## src/rtl/nonpu_activity_pkg.sv

```systemverilog
// -----------------------------------------------------------------------------
// nonpu_activity_pkg
// Shared definitions for the spike-driven activity stages.
//   ACT_WIDTH  : width of the activity word consumed by the level monitor
//   POP_MAX_W  : widest spike vector the popcount helper accepts
//   popcount() : number of set bits among the low 'w' bits of a vector
//   sat_add()  : saturating add onto an ACT_WIDTH value, returns {clip, sum}
// -----------------------------------------------------------------------------
package nonpu_activity_pkg;

   localparam int ACT_WIDTH = 16;
   localparam int POP_MAX_W = 32;
   localparam logic [ACT_WIDTH-1:0] ACT_MAX = {ACT_WIDTH{1'b1}};

   // Callers zero-extend their spike vector to POP_MAX_W and pass the real width.
   function automatic int unsigned popcount(input logic [POP_MAX_W-1:0] v,
                                            input int unsigned w);
      int unsigned cnt;
      cnt = 0;
      for (int i = 0; i < POP_MAX_W; i++) begin
         if (i < int'(w) && v[i]) begin
            cnt = cnt + 1;
         end
      end
      return cnt;
   endfunction

   // Bit ACT_WIDTH of the result flags that the sum was clipped.
   function automatic logic [ACT_WIDTH:0] sat_add(input logic [ACT_WIDTH-1:0] base,
                                                  input logic [31:0] addend);
      logic [32:0] sum;
      sum = {{(33-ACT_WIDTH){1'b0}}, base} + {1'b0, addend};
      if (sum > {{(33-ACT_WIDTH){1'b0}}, ACT_MAX}) begin
         return {1'b1, ACT_MAX};
      end
      return {1'b0, sum[ACT_WIDTH-1:0]};
   endfunction

endpackage

```

## src/rtl/activity_integrator_if.sv

```systemverilog
// -----------------------------------------------------------------------------
// activity_integrator_if
// Control, spike bus and result signals of the activity integrator.
//   master : drives enable/clear/spike_valid/spike_in, observes the results
//   slave  : the integrator itself, produces activity/activity_valid/saturated
// -----------------------------------------------------------------------------
interface activity_integrator_if #(
   parameter int SPIKE_W = 4,
   parameter int WIDTH   = 16
);
   logic               enable;
   logic               clear;
   logic               spike_valid;
   logic [SPIKE_W-1:0] spike_in;
   logic [WIDTH-1:0]   activity;
   logic               activity_valid;
   logic               saturated;

   modport master (
      output enable, clear, spike_valid, spike_in,
      input  activity, activity_valid, saturated
   );

   modport slave (
      input  enable, clear, spike_valid, spike_in,
      output activity, activity_valid, saturated
   );
endinterface

```

## src/rtl/activity_integrator_spike_weight.sv

```systemverilog
// -----------------------------------------------------------------------------
// spike_weight
// Combinational spike weighting: inc = popcount(spike_in) * INC.
//   spike_in : one bit per spike line
//   inc      : weighted increment, OUT_W bits wide, never truncated for the
//              default SPIKE_W/INC/WIDTH combination
// -----------------------------------------------------------------------------
module spike_weight
   import nonpu_activity_pkg::*;
#(
   parameter int SPIKE_W = 4,
   parameter int INC     = 64,
   parameter int OUT_W   = 20
) (
   input  logic [SPIKE_W-1:0] spike_in,
   output logic [OUT_W-1:0]   inc
);

   int unsigned pop_count;

   always_comb begin
      pop_count = popcount(POP_MAX_W'(spike_in), SPIKE_W);
      inc       = OUT_W'(pop_count * INC);
   end

endmodule

```

## src/rtl/activity_integrator.sv

```systemverilog
// -----------------------------------------------------------------------------
// activity_integrator
// Leaky spike-rate integrator. Weighted spikes accumulate every enabled
// cycle; once per DECAY_PERIOD enabled cycles the value loses
// (activity >> DECAY_SHIFT) before that cycle's increment is added, and a
// one-cycle strobe marks the decayed value for the downstream monitor.
//   clk                 : rising-edge clock
//   reset               : synchronous, active-high
//   bus.enable          : run when high, freeze value and window when low
//   bus.clear           : synchronous soft clear
//   bus.spike_valid     : qualifies bus.spike_in
//   bus.spike_in        : one bit per spike line
//   bus.activity        : registered, saturating accumulator
//   bus.activity_valid  : pulse in the cycle after a decay tick
//   bus.saturated       : sticky clip flag, cleared by reset or clear
// WIDTH must equal ACT_WIDTH from the shared package.
// -----------------------------------------------------------------------------
module activity_integrator
   import nonpu_activity_pkg::*;
#(
   parameter int SPIKE_W      = 4,
   parameter int WIDTH        = 16,
   parameter int INC          = 64,
   parameter int DECAY_PERIOD = 256,
   parameter int DECAY_SHIFT  = 3
) (
   input logic                  clk,
   input logic                  reset,
   activity_integrator_if.slave bus
);

   localparam int INC_W = WIDTH + SPIKE_W;
   localparam int CNT_W = $clog2(DECAY_PERIOD);
   localparam logic [CNT_W-1:0] LAST_CNT = CNT_W'(DECAY_PERIOD - 1);

   logic [WIDTH-1:0] activity_reg;
   logic [WIDTH-1:0] activity_next;
   logic [CNT_W-1:0] win_cnt_reg;
   logic             valid_reg;
   logic             sat_reg;

   logic [INC_W-1:0] raw_inc;
   logic [INC_W-1:0] inc;
   logic             tick;
   logic [WIDTH-1:0] decayed;
   logic             clip;

   spike_weight #(
      .SPIKE_W (SPIKE_W),
      .INC     (INC),
      .OUT_W   (INC_W)
   ) u_spike_weight (
      .spike_in (bus.spike_in),
      .inc      (raw_inc)
   );

   always_comb begin
      inc  = (bus.spike_valid && bus.enable) ? raw_inc : '0;
      tick = bus.enable && (win_cnt_reg == LAST_CNT);
      // Shift-subtract never underflows: the subtrahend is at most activity.
      decayed = tick ? (activity_reg - (activity_reg >> DECAY_SHIFT)) : activity_reg;
      {clip, activity_next} = sat_add(decayed, 32'(inc));
   end

   always_ff @(posedge clk) begin
      if (reset || bus.clear) begin
         activity_reg <= '0;
         win_cnt_reg  <= '0;
         valid_reg    <= 1'b0;
         sat_reg      <= 1'b0;
      end else begin
         // tick already requires enable, so the strobe drops while idle.
         valid_reg <= tick;
         if (bus.enable) begin
            activity_reg <= activity_next;
            sat_reg      <= sat_reg | clip;
            win_cnt_reg  <= tick ? '0 : win_cnt_reg + 1'b1;
         end
      end
   end

   assign bus.activity       = activity_reg;
   assign bus.activity_valid = valid_reg;
   assign bus.saturated      = sat_reg;

endmodule
```

## src/flat_wrapper.sv

```systemverilog
// flat-port wrapper written by rule: the top's interface ports become plain ports
module activity_integrator_flat import nonpu_activity_pkg::*;
#(
   parameter int SPIKE_W      = 4,
   parameter int WIDTH        = 16,
   parameter int INC          = 64,
   parameter int DECAY_PERIOD = 256,
   parameter int DECAY_SHIFT  = 3
)
  (clk, reset, bus_enable, bus_clear, bus_spike_valid, bus_spike_in, bus_activity, bus_activity_valid, bus_saturated);
  activity_integrator_if #(.SPIKE_W(SPIKE_W), .WIDTH(WIDTH)) bus_i ();
  input logic clk;
  input logic reset;
  input wire logic [$bits(bus_i.enable)-1:0] bus_enable;
  input wire logic [$bits(bus_i.clear)-1:0] bus_clear;
  input wire logic [$bits(bus_i.spike_valid)-1:0] bus_spike_valid;
  input wire logic [$bits(bus_i.spike_in)-1:0] bus_spike_in;
  output wire logic [$bits(bus_i.activity)-1:0] bus_activity;
  output wire logic [$bits(bus_i.activity_valid)-1:0] bus_activity_valid;
  output wire logic [$bits(bus_i.saturated)-1:0] bus_saturated;
  assign bus_i.enable = bus_enable;
  assign bus_i.clear = bus_clear;
  assign bus_i.spike_valid = bus_spike_valid;
  assign bus_i.spike_in = bus_spike_in;
  assign bus_activity = bus_i.activity;
  assign bus_activity_valid = bus_i.activity_valid;
  assign bus_saturated = bus_i.saturated;
  activity_integrator #(.SPIKE_W(SPIKE_W), .WIDTH(WIDTH), .INC(INC), .DECAY_PERIOD(DECAY_PERIOD), .DECAY_SHIFT(DECAY_SHIFT)) u_core (.clk(clk), .reset(reset), .bus(bus_i));
endmodule
```

## config.mk

```make
export PLATFORM = sky130hd
export DESIGN_NAME = activity_integrator_flat
export DESIGN_NICKNAME = d
export VERILOG_FILES = /design/src/rtl/nonpu_activity_pkg.sv /design/src/rtl/activity_integrator_if.sv /design/src/rtl/activity_integrator_spike_weight.sv /design/src/rtl/activity_integrator.sv /design/src/flat_wrapper.sv
export SDC_FILE = /design/constraint.sdc
export NUM_CORES = 1
export LEC_CHECK = 0
export CAP_MARGIN = 20
export CORE_MARGIN = 1
export CORE_UTILIZATION = 45
export CTS_CLUSTER_DIAMETER = 80
export DETAILED_ROUTE_END_ITERATION = 10
export PLACE_DENSITY = 0.67
export SLEW_MARGIN = 40
export SYNTH_ARGS = -nofsm -noshare
export SYNTH_HDL_FRONTEND = slang
export SYNTH_SLANG_ARGS = --single-unit
export TNS_END_PERCENT = 5
```

## constraint.sdc

```tcl
create_clock -name clk -period 8.3 [get_ports clk]
set_input_delay 1.66 -clock clk [delete_from_list [all_inputs] [get_ports clk]]
set_output_delay 1.66 -clock clk [all_outputs]
set_load 0.01 [all_outputs]
```

==> impl_metrics.tcl <==
set metrics [dict create \
    outcome "complete, but fails checks" \
    violations "design-rule violations" \
    fin_crit_sh 0.6353 \
    grt_first_pass_wirelength_mm 9.059 \
    p_per_area_mw_per_mm2 117.5 \
    setup_violations 0 \
    leakage_nw 1.062 \
    worstPathRequired_ns 8.53 \
    rows 25 \
    crit_buf_inv 2 \
    min_period_ns 5.273 \
    synth-main-ff-cell "dfxtp_1" \
    antenna_found_initial 0 \
    cp_top_family "compound AO/OA/AOI/OAI gates" \
    drive_above_1_share 0.08170 \
    cts_tree "done" \
    wl_per_cell_um 14.42 \
    swShare 0.2857 \
    tns_ns 0 \
    register_area_um2 520.5 \
    seq_power_share 0.419 \
    hp-class "reg -> reg" \
    synth-edff-count 0 \
    async_flop_share 0 \
    final_cell_mix "31 x nor2_1, 26 x nand2_1, 26 x clkdlybuf4s50_1, 26 x dfxtp_1, 24 x a21oi_1" \
    synthTopCellsByArea "dfxtp_1 23%, ha_1 12%, xnor2_1 5.4%" \
    grt_usage 0.2207 \
    intPower_mw 0.2210 \
    seq_area_frac_synth 0.2297 \
    placed_area_mm2 0.002559 \
    clkLatencyLatePin_ns 0.28 \
    cts_buffer_depth 2 \
    p_comb_frac 0.229 \
    synth_seq_cells 26 \
    area_growth_pct 16.18 \
    cts_resized 0 \
    critPathCaptureType "flip-flop" \
    cp_max_fo 25 \
    yosysUniqueCellTypes 56 \
    syn-num-nets 319 \
    worstPathArrival_ns 5.51 \
    gp_congestion 0.8610 \
    antenna_cells 0 \
    holdPathStages 2 \
    post_cts_buffers 0 \
    rr_worst_depth 18 \
    timing.final.ws_setup_ns 3.027 \
    crit_chain "clkdlybuf4s50_1, buf_4, and4_1, nand2_1, o21ai_0, fa_1, a21o_1, a21oi_1, a31oi_2, o21ai_1, nor4b_4, o21a_2, o221a_2" \
    grt_pass1_vias 1950 \
    grt_overflow_total 0 \
    p_sw_mw 0.08840 \
    syn_avg_cell_area_um2 7.895 \
    hpwl_mm 4.052 \
    nFillCells 457 \
    yosysWarnings 0 \
    post-route-cell-area_mm2 0.002633 \
    syn_inst 287 \
    rsz0062_at_grt "false" \
    utilization 0.5501 \
    clkTransAtPathRegs_ns 0.10 \
    ant_nets 0 \
    cp_num_cells 13 \
    dr.pass1.iters 7 \
    hold_buffers 0 \
    power_frac_clock 0.352 \
    critPathLaunchType "primary input" \
    root_buffer "clkbuf_8" \
    die-width_um 72.96 \
    finalPower_mw 0.3094 \
    h-tree-depth 1 \
    largest_reg_flops 16 \
    slew_headroom 0.5085 \
    netlist_area_mm2 0.002266 \
    yosysTopAreaCell "dfxtp_1" \
    drt_iter0_markers 159 \
    hold_viol 0 \
    max_stage_delay_ns 0.65 \
    irDropWorstVdd_mv 0.09923 \
    synth.top_cell.area_share 0.2297 \
    drc 1 \
    ioPinCount 27 \
    multi_input_area_mm2 0.001618 \
    start_util 0.4735 \
    viasPerCell 5.630 \
    worstMarginPinSlew_ns 0.7345 \
    drv_cap 0 \
    core_area_mm2 0.004786 \
    finalMaxSlewViolations 0 \
    numClockSinks 26 \
    vias 2100 \
    skew_ns 0.01018 \
    final_common_cell "nor2_1" \
    wirelength_mm 5.380 \
    grt_max_degree 26 \
    dieArea_mm2 0.005323 \
    fmax_mhz 189.6 \
    cts_buffers 3 \
    portBuffers 26 \
    die_h_um 72.96 \
    crit_slowest_cell "nor4b_4" \
    post-place-ws_ns 2.711 \
    nNetsFinal 339 \
    crit_type "in -> reg" \
]
[per-layer routing]
| layer | up-vias | share of wire | global-route usage |
|---|---|---|---|
| met3 | 12 | 0.042 | 0.03729 |
| li1 | 1072 | - | - |
| met1 | 954 | 0.49 | 0.2951 |
| met2 | 62 | 0.45 | 0.3562 |
| met5 | - | 0 | 0 |
| met4 | 0 | 0.023 | 0.08279 |
[path summary, 6_finish.rpt]
check	to	start	slack, ns
setup reg to reg	u_core.bus.activity[2]$_SDFFE_PP0P_	u_core.bus.activity[3]$_SDFFE_PP0P_	3.87
hold reg to reg	u_core.bus.saturated$_SDFFE_PP0P_	u_core.bus.saturated$_SDFFE_PP0P_	0.49
hold / removal	u_core.bus.saturated$_SDFFE_PP0P_	u_core.bus.saturated$_SDFFE_PP0P_	0.49
setup / recovery	u_core.bus.activity[2]$_SDFFE_PP0P_	bus_enable	3.03
[synth_stat cells, types with 2 or more instances]
cell type / number
o21a_1: 3
o21ai_2: 2
mux2i_1: 3
dfxtp_1: 26
o211ai_1: 2
inv_1: 18
and4_1: 3
a211oi_1: 5
a21o_1: 5
o221a_2: 5
nand2b_1: 3
xnor2_1: 14
buf_2: 5
nand3_1: 10
nand4_1: 5
nand2_1: 26
and3_1: 4
o21bai_1: 2
nor2_1: 32
ha_1: 21
xor2_1: 11
a31oi_1: 3
clkbuf_1: 5
fa_1: 2
o21ai_0: 14
nor3_1: 4
or2_2: 2
a21oi_1: 24
[cell type report]
class                      count  share of cell area
clock buffer                   3             0.01568
clock inverter                 1             0.01141
inverter                      19             0.02709
multi-input combinational    230              0.6145
sequential                    26              0.1977
tap                           67             0.03184
timing repair buffer          27              0.1017
[through the flow]
step / std cells / hold slack (ns)
after global routing: 373 / 0.5508
after floorplan: 287 / 0.4798
after CTS: 373 / 0.4930
after global placement: 369 / 0.4773
after detailed placement: 369 / 0.4592
final: 373 / 0.4882
[power groups by stage]
stage          registers (mW)  logic [mW]  clock network (mW)
2_1_floorplan           0.132      0.0503                   0
3_3_place_gp            0.132      0.0693                   0
3_5_place_dp            0.132      0.0696                   0
4_1_cts                 0.130      0.0700               0.111
5_1_grt                 0.130      0.0788               0.116
6_report                0.130      0.0708               0.109
[cell families after synthesis]
group,Yosys count,synth area share
simple gates,95,0.2049
compound gates,82,0.2579
buf+inv,31,0.05742
flops,26,0.2297
xor+xnor,25,0.09663
fa+ha+maj,23,0.1336
mux,4,0.01822
other cells,1,0.001655
[tightest hold or removal path, stage by stage, from the launching register on]
cell and delay, ns:
dfxtp_1 0.34, a21oi_1 0.04, nor2_1 0.08
No activity file was read; power rests on OpenSTA's default activity.
